===== config.mk =====
export PLATFORM = sky130hd
export DESIGN_NAME = ccsds_iq_axis_packer
export DESIGN_NICKNAME = d
export VERILOG_FILES = /design/src/rtl/ccsds_iq_axis_packer.sv
export SDC_FILE = /design/constraint.sdc
export NUM_CORES = 1
export LEC_CHECK = 0
export CAP_MARGIN = 20
export CELL_PAD_IN_SITES_DETAIL_PLACEMENT = 1
export CELL_PAD_IN_SITES_GLOBAL_PLACEMENT = 2
export CORE_MARGIN = 4
export CORE_UTILIZATION = 50
export DETAILED_ROUTE_END_ITERATION = 16
export PLACE_DENSITY_LB_ADDON = 0.1
export SLEW_MARGIN = 20
export SYNTH_ARGS = -nofsm -noshare
export SYNTH_HDL_FRONTEND = slang
export SYNTH_SLANG_ARGS = --single-unit

===== constraint.sdc =====
create_clock -name M_AXIS_ACLK -period 6.6 [get_ports M_AXIS_ACLK]
set_clock_uncertainty 0.1 [all_clocks]
set_input_delay 0.66 -clock M_AXIS_ACLK [delete_from_list [all_inputs] [get_ports M_AXIS_ACLK]]
set_output_delay 0.66 -clock M_AXIS_ACLK [all_outputs]
set_load 0.02 [all_outputs]

===== src/rtl/ccsds_iq_axis_packer.sv =====
`default_nettype none
// +--------------------------------------------------------------------------+
// | ccsds_iq_axis_packer: packs I/Q pairs into marker-tagged words, buffers  |
// | them in a circular FIFO and streams them out as framed AXI4-Stream.      |
// | Optional drop counter: define CCSDS_TX_DROP_CNT_EN.                      |
// | Revision: 1.0                                                            |
// +--------------------------------------------------------------------------+
module ccsds_iq_axis_packer #(
    parameter int C_M_AXIS_TDATA_WIDTH = 32,
    parameter int SAMPLE_WIDTH         = 13,
    parameter int FIFO_DEPTH           = 16,
    parameter int FRAME_LEN            = 256
) (
    input  logic                                M_AXIS_ACLK,
    input  logic                                M_AXIS_ARESETN,
    input  logic [SAMPLE_WIDTH-1:0]             i_data_i,
    input  logic [SAMPLE_WIDTH-1:0]             q_data_i,
    input  logic                                valid_i,
    input  logic                                clr_overflow_i,
    output logic                                overflow_o,
    output logic [$clog2(FIFO_DEPTH):0]         fifo_level_o,
    output logic [15:0]                         drop_cnt_o,
    output logic                                M_AXIS_TVALID,
    output logic [C_M_AXIS_TDATA_WIDTH-1:0]     M_AXIS_TDATA,
    output logic [C_M_AXIS_TDATA_WIDTH/8-1:0]   M_AXIS_TSTRB,
    output logic                                M_AXIS_TLAST,
    input  logic                                M_AXIS_TREADY
);

    localparam int HALF_W    = C_M_AXIS_TDATA_WIDTH / 2;
    localparam int PTR_WIDTH = $clog2(FIFO_DEPTH);
    localparam int COUNT_W   = PTR_WIDTH + 1;
    localparam int BEAT_W    = (FRAME_LEN > 1) ? $clog2(FRAME_LEN) : 1;
    localparam logic [BEAT_W-1:0]  BEAT_LAST  = BEAT_W'(FRAME_LEN - 1);
    localparam logic [COUNT_W-1:0] COUNT_FULL = COUNT_W'(FIFO_DEPTH);

    logic [C_M_AXIS_TDATA_WIDTH-1:0] fifo_mem_q [FIFO_DEPTH];
    logic [PTR_WIDTH-1:0]            wr_ptr_q, wr_ptr_d, rd_ptr_q, rd_ptr_d;
    logic [COUNT_W-1:0]              count_q, count_d;
    logic                            tvalid_q, tvalid_d;
    logic [C_M_AXIS_TDATA_WIDTH-1:0] tdata_q, tdata_d;
    logic [BEAT_W-1:0]               beat_q, beat_d;
    logic                            overflow_q, overflow_d;

    logic [HALF_W-1:0] w_hi, w_lo;
    logic w_full, w_empty, w_pop, w_push, w_drop, w_hs;

    // Samples sit left-justified directly under the two marker bits.
    always_comb begin
        w_hi = '0;
        w_lo = '0;
        w_hi[HALF_W-1 -: 2]            = 2'b10;
        w_hi[HALF_W-3 -: SAMPLE_WIDTH] = i_data_i;
        w_lo[HALF_W-1 -: 2]            = 2'b01;
        w_lo[HALF_W-3 -: SAMPLE_WIDTH] = q_data_i;
    end

    assign w_full  = (count_q == COUNT_FULL);
    assign w_empty = (count_q == '0);
    assign w_hs    = tvalid_q && M_AXIS_TREADY;
    assign w_pop   = !w_empty && (!tvalid_q || M_AXIS_TREADY);
    assign w_push  = valid_i && (!w_full || w_pop);
    assign w_drop  = valid_i && w_full && !w_pop;

    always_comb begin
        wr_ptr_d   = wr_ptr_q;
        rd_ptr_d   = rd_ptr_q;
        tvalid_d   = tvalid_q;
        tdata_d    = tdata_q;
        beat_d     = beat_q;
        overflow_d = overflow_q;
        count_d    = count_q + COUNT_W'(w_push) - COUNT_W'(w_pop);
        if (w_push) begin
            wr_ptr_d = wr_ptr_q + PTR_WIDTH'(1);
        end
        // A write into an empty FIFO never bypasses; it is popped next cycle.
        if (w_pop) begin
            rd_ptr_d = rd_ptr_q + PTR_WIDTH'(1);
            tdata_d  = fifo_mem_q[rd_ptr_q];
            tvalid_d = 1'b1;
        end else if (w_hs) begin
            tvalid_d = 1'b0;
        end
        if (w_hs) begin
            beat_d = (beat_q == BEAT_LAST) ? '0 : beat_q + BEAT_W'(1);
        end
        if (w_drop) begin
            overflow_d = 1'b1;
        end else if (clr_overflow_i) begin
            overflow_d = 1'b0;
        end
    end

    always_ff @(posedge M_AXIS_ACLK) begin
        if (w_push) begin
            fifo_mem_q[wr_ptr_q] <= {w_hi, w_lo};
        end
    end

    always_ff @(posedge M_AXIS_ACLK) begin
        if (!M_AXIS_ARESETN) begin
            wr_ptr_q   <= '0;
            rd_ptr_q   <= '0;
            count_q    <= '0;
            tvalid_q   <= 1'b0;
            tdata_q    <= '0;
            beat_q     <= '0;
            overflow_q <= 1'b0;
        end else begin
            wr_ptr_q   <= wr_ptr_d;
            rd_ptr_q   <= rd_ptr_d;
            count_q    <= count_d;
            tvalid_q   <= tvalid_d;
            tdata_q    <= tdata_d;
            beat_q     <= beat_d;
            overflow_q <= overflow_d;
        end
    end

`ifdef CCSDS_TX_DROP_CNT_EN
    logic [15:0] drop_cnt_q, drop_cnt_d;

    // A drop coinciding with a clear leaves exactly that one drop counted.
    always_comb begin
        drop_cnt_d = drop_cnt_q;
        if (clr_overflow_i) begin
            drop_cnt_d = w_drop ? 16'd1 : 16'd0;
        end else if (w_drop && (drop_cnt_q != 16'hFFFF)) begin
            drop_cnt_d = drop_cnt_q + 16'd1;
        end
    end

    always_ff @(posedge M_AXIS_ACLK) begin
        if (!M_AXIS_ARESETN) begin
            drop_cnt_q <= '0;
        end else begin
            drop_cnt_q <= drop_cnt_d;
        end
    end

    assign drop_cnt_o = drop_cnt_q;
`else
    assign drop_cnt_o = '0;
`endif

    assign overflow_o    = overflow_q;
    assign fifo_level_o  = count_q;
    assign M_AXIS_TVALID = tvalid_q;
    assign M_AXIS_TDATA  = tdata_q;
    assign M_AXIS_TSTRB  = '1;
    assign M_AXIS_TLAST  = tvalid_q && (beat_q == BEAT_LAST);

endmodule
`default_nettype wire


After elaboration in Yosys (flattened, before gate mapping)
Memories as Yosys holds them, arrays and structs flattened. A register that Yosys moved wholly into a read port is not among the register bits.
Index checks and enable logic that the tools add are counted.
{"block": "totals", "register_bits": 55, "ram_bits": 416, "in_bits": 31, "output_inout_bits": 60, "elab_cells": 38, "memories": 1}
{"block": "classes", "add_sub_neg": 5, "n_eq_ne": 2, "n_mux": 7, "n_reduce_logical": 16}
{"memory": "fifo_mem_q", "depth": 16, "width": 26, "read_ports": 1, "rd_ports_with_merged_regs": 1, "write_ports": 1, "line_no": "37", "rtl": "logic [C_M_AXIS_TDATA_WIDTH-1:0] fifo_mem_q [FIFO_DEPTH];"}
{"operator": "adder 4 x 1 -> 4 bit, second input constant", "count": 2}
{"operator": "adder 8 x 1 -> 8 bit, second input constant", "count": 1}
{"operator": "== test 8 bit, second input constant", "count": 1}
{"operator": "2-to-1 mux 8 bit", "count": 1}
{"operator": "logical AND 1 bit", "count": 6}
{"operator": "2-to-1 mux 1 bit", "count": 6}
{"operator": "adder 5 x 1 -> 5 bit", "count": 1}
{"operator": "== test 5 bit, second input constant", "count": 1}
{"operator": "zero test 1 bit", "count": 5}
{"operator": "zero test 5 bit", "count": 1}
{"operator": "subtractor 5 x 1 -> 5 bit", "count": 1}
{"operator": "nonzero test 2 bit", "count": 2}
{"operator": "logical OR 1 bit", "count": 2}

Longest topological paths before layout
{"block": "logic_depth", "word_depth": 7, "mapped_depth": 14, "depth_no_buf": 14}

Worst setup path after synthesis
No wires, ideal clock.
{"block": "synth_path", "path_kind": "register to register", "from": "register count_q[2], in the netlist fifo_level_o[2]", "to": "memory fifo_mem_q[0][0] (netlist name) (enable)", "setup_ns": 0.442, "arrival_time_ns": 3.085, "t_required_ns": 6.058, "path_slack_ns": 2.973, "stages_incl_launch_ff": 7, "path_buffers": 0, "period_less_slack_ns": 3.627, "cell_sequence": "dfxtp_1 -> inv_1 -> ha_1 -> or3b_2 -> o21a_1 -> nand2_1 -> nor3_1"}
{"block": "synth_between", "elab_chain_cells": 7, "elab_cells_between_ends": 9, "classes_between": "1 x eq/ne; 2 x mux; 6 x reduce/logical"}
{"element": "start, declared", "line_no": "39", "rtl": "logic [COUNT_W-1:0] count_q, count_d;"}
{"element": "start signal, assigned", "line_no": "112", "rtl": "count_q <= count_d;"}
{"element": "zero test 5 bit", "line_no": "59", "rtl": "assign w_empty = (count_q == '0);"}
{"element": "zero test 1 bit", "line_no": "61", "rtl": "assign w_pop = !w_empty && (!tvalid_q || M_AXIS_TREADY);"}
{"element": "logical AND 1 bit", "line_no": "61"}
{"element": "logical OR 1 bit *", "line_no": "62", "rtl": "assign w_push = valid_i && (!w_full || w_pop);"}
{"element": "logical AND 1 bit *", "line_no": "62"}
{"element": "2-to-1 mux 1 bit *", "line_no": "95", "rtl": "if (w_push) begin"}
{"element": "2-to-1 mux 1 bit (implied by the code) *", "line_no": "96", "rtl": "fifo_mem_q[wr_ptr_q] <= {w_hi, w_lo};"}
{"element": "end, declared", "line_no": "37"}
Every way passes the cells marked *; elsewhere a longest branch is shown, timed or not.

Worst setup path in the final report
{"block": "layout_path", "from": "register count_q[2], in the netlist fifo_level_o[2]", "to": "register count_q[4], in the netlist fifo_level_o[4]"}
{"block": "layout_between", "elab_chain_cells": 7, "elab_cells_between_ends": 9, "classes_between": "2 x add/sub; 1 x eq/ne; 6 x reduce/logical"}
{"element": "zero test 5 bit", "line_no": "59"}
{"element": "zero test 1 bit", "line_no": "61"}
{"element": "logical AND 1 bit", "line_no": "61"}
{"element": "logical OR 1 bit", "line_no": "62"}
{"element": "logical AND 1 bit", "line_no": "62"}
{"element": "adder 5 x 1 -> 5 bit", "line_no": "72", "rtl": "count_d = count_q + COUNT_W'(w_push) - COUNT_W'(w_pop);"}
{"element": "subtractor 5 x 1 -> 5 bit *", "line_no": "72"}
Marks and branches as above.
A chain may end at the register's enable or synchronous reset.

==> impl_metrics.tcl <==
set metrics [dict create \
    wl_per_cell_um 27.1 \
    combPwrFrac 0.212 \
    internal_power_uw 5820 \
    cts_sinks 466 \
    cts_tree "yes" \
    finalSetupViolCount 0 \
    critPathBufInv 4 \
    synth_top_area_frac 0.691 \
    seqPwrFrac 0.452 \
    tightest_slew_ns 1.13 \
    synthArstFlopShare 0 \
    post-route-drc-count 0 \
    reg2reg_from "fifo_level_o[2]" \
    synthTopCellsByArea "edfxtp_1 (69%), mux4_2 (12%), dfxtp_1 (5.5%)" \
    clock_latency_ns 0.55 \
    clk_pin_slew_worst_paths_ns 0.06 \
    cts_buffer_depth 3 \
    fin_crit_sh 0.497 \
    antenna_left 0 \
    track_usage 0.209 \
    fmaxAchievable_mhz 305 \
    dr.pass1.iters 5 \
    layout-area-overhead-vs-synth_pct 14.9 \
    crit_family "adder cells" \
    postCtsHoldBufs 0 \
    fillCellCount 3057 \
    outcome "completed" \
    synthFlopType "edfxtp_1" \
    whs_endpoint "M_AXIS_TDATA[13]" \
    slew_headroom 0.248 \
    grt_overflow_total 0 \
    r2r_end "fifo_level_o[4]" \
    power_frac_clock 0.336 \
    fp.dieH_um 198 \
    critical_path.endpoint_type "flip-flop" \
    htreeDepth 2 \
    hold_path.class "reg -> reg" \
    port_buffers 66 \
    r2r_cells 14 \
    grt_pass1_wl_mm 61.0 \
    max_stage_delay_ns 0.49 \
    maxCapViolations 0 \
    postRouteWirelength_mm 40.1 \
    path_max_fanout 6 \
    ys_ff_latch 466 \
    core_um2 35700 \
    slowest_stage "or3b_2" \
    synth_edf_count 416 \
    grt_max_degree 93 \
    root_buffer "clkbuf_16" \
    fp.dieW_um 198 \
    drive_gt1_frac 0.237 \
    syn-mean-instance-area_um2 20.5 \
    grt_pass1_vias 9524 \
    swShare 0.265 \
    ir_drop_mv 0.243 \
    p_sw_uw 2100 \
    initial_core_util 0.507 \
    finalNetCount 1022 \
    crit_chain "inv_1 > ha_1 > or3b_2 > o21a_1 > inv_1 > ha_1 > inv_1 > ha_1 > inv_1 > fa_1 > nand2b_1 > a21oi_1 > o21ai_0 > nor3b_1" \
    synth_top_area_cell "edfxtp_1" \
    grt_antenna_before_repair 1 \
    fin_crit_ns 3.28 \
    synth_commonest_cells "edfxtp_1 (416), mux4_2 (95), nor2_1 (58)" \
    power_uw 7920 \
    drt_iter0_drc 752 \
    crit_path_start_kind "flip-flop" \
    tns_ns 0 \
    ys_seq_area_frac 0.747 \
    boundaryPins 91 \
    synthCells 882 \
    ctsResizeCount 0 \
    synthDistinctLibCells 42 \
    maxSlewViolCount 0 \
    syn_area_um2 18100 \
    post-dp-hpwl_mm 22.3 \
    n_antenna_cell 0 \
    hold_depth 1 \
    via_count 8687 \
    cts_inserted_buffers 48 \
    cpMostUsedCell "inv_1" \
    die_area_um2 39300 \
    p_leak_uw 0.00661 \
    rsz0062_at_grt "false" \
    fp-row-count 69 \
    cts_setup_buffers 0 \
    finalHoldViolations 0 \
    required_ns 6.90 \
    yosysWarnings 0 \
    path_class "reg -> reg" \
    arrival_ns 3.58 \
    via_per_inst 5.87 \
    hold_start "M_AXIS_TDATA[13]" \
    gp_congestion 0.771 \
    yosysMostFrequentCell "edfxtp_1" \
    powerDensity_nw_per_um2 381 \
    regToRegSetupSlack_ns 3.32 \
]
## placed cells by master (no fill, tap or decap), drive strengths merged, types with 5 or more instances in the layout
master and count:
xor2 5, nor3 8, inv 17, mux2i 26, nand2 14, a221o 26
o21ai 6, buf 25, mux4 104, conb 24, dfxtp 50, clkbuf 66
nor2 59, clkinv 15, ha 12, edfxtp 416, clkdlybuf4s50 66, nand3 5
mux2 26, a21oi 10, xnor2 8
## power by group through the flow
stage / Combinational [uW] / Sequential [uW] / Clock (uW)
3_3_place_gp: 1660 / 3630 / 0
3_5_place_dp: 1700 / 3640 / 0
5_1_grt: 1820 / 3600 / 2850
2_1_floorplan: 1190 / 3610 / 0
6_report: 1670 / 3580 / 2660
4_1_cts: 1710 / 3580 / 2720
## cells by family (layout without fill, tap and decap cells)
logic type      Yosys count  after routing  share of synthesized area
fa+ha+maj                13             13                    0.00941
flops                   466            466                      0.747
buf+inv                  81            195                     0.0280
mux                     156            156                      0.162
other cells               2             24                   0.000415
simple gates            106            106                     0.0272
xor+xnor                 13             13                    0.00630
compound gates           45             45                     0.0201
## worst max path at each step
stage | startpoint | end | cells after the start | slack [ns]
after floorplan | fifo_level_o[2] | fifo_mem_q[0][0] | 6 | 2.97
after global placement | M_AXIS_TREADY | fifo_level_o[4] | 13 | 2.94
after detailed placement | M_AXIS_TREADY | fifo_level_o[4] | 13 | 2.95
after CTS | fifo_level_o[3] | fifo_level_o[4] | 14 | 3.30
after global routing | fifo_level_o[3] | fifo_level_o[4] | 14 | 3.10
final | fifo_level_o[2] | fifo_level_o[4] | 14 | 3.32
## final cells by class
cell class                 count  area (um2)  share of cell area
timing repair buffer          91         861              0.0414
sequential                   466       13500               0.650
tap                          461         577              0.0278
clock buffer                  66        1340              0.0645
clock inverter                24         228              0.0110
multi-input combinational    357        4210               0.203
inverter                      14        52.6             0.00253
## per-layer routing
layer	track usage	share of wire	up-vias	wire length [um]
met5	0	0.00050	-	20
met4	0.0406	0.013	2	534
met3	0.0402	0.054	49	2150
met2	0.344	0.50	231	20000
met1	0.298	0.43	4677	17300
li1	-	-	3728	-
## registers in the layout, indices dropped and copies added (netlist names)
name           cells
fifo_mem_q       416
fifo_level_o       5
rd_ptr_q           4
M_AXIS_TVALID      1
overflow_o         1
M_AXIS_TDATA      27
beat_q             8
wr_ptr_q           4
## per-stage QoR
stage	instance area, um2	util	setup WS, ns	hold slack [ns]	instances
2_1_floorplan	18200	-	2.97	0.354	904
3_3_place_gp	19200	0.539	2.94	0.367	1389
3_5_place_dp	19200	0.539	2.95	0.378	1389
4_1_cts	20800	0.583	3.30	0.392	1479
5_1_grt	20800	0.583	3.10	0.400	1479
6_report	20800	0.583	3.32	0.387	1479
Power figures use the tool's default switching activity.
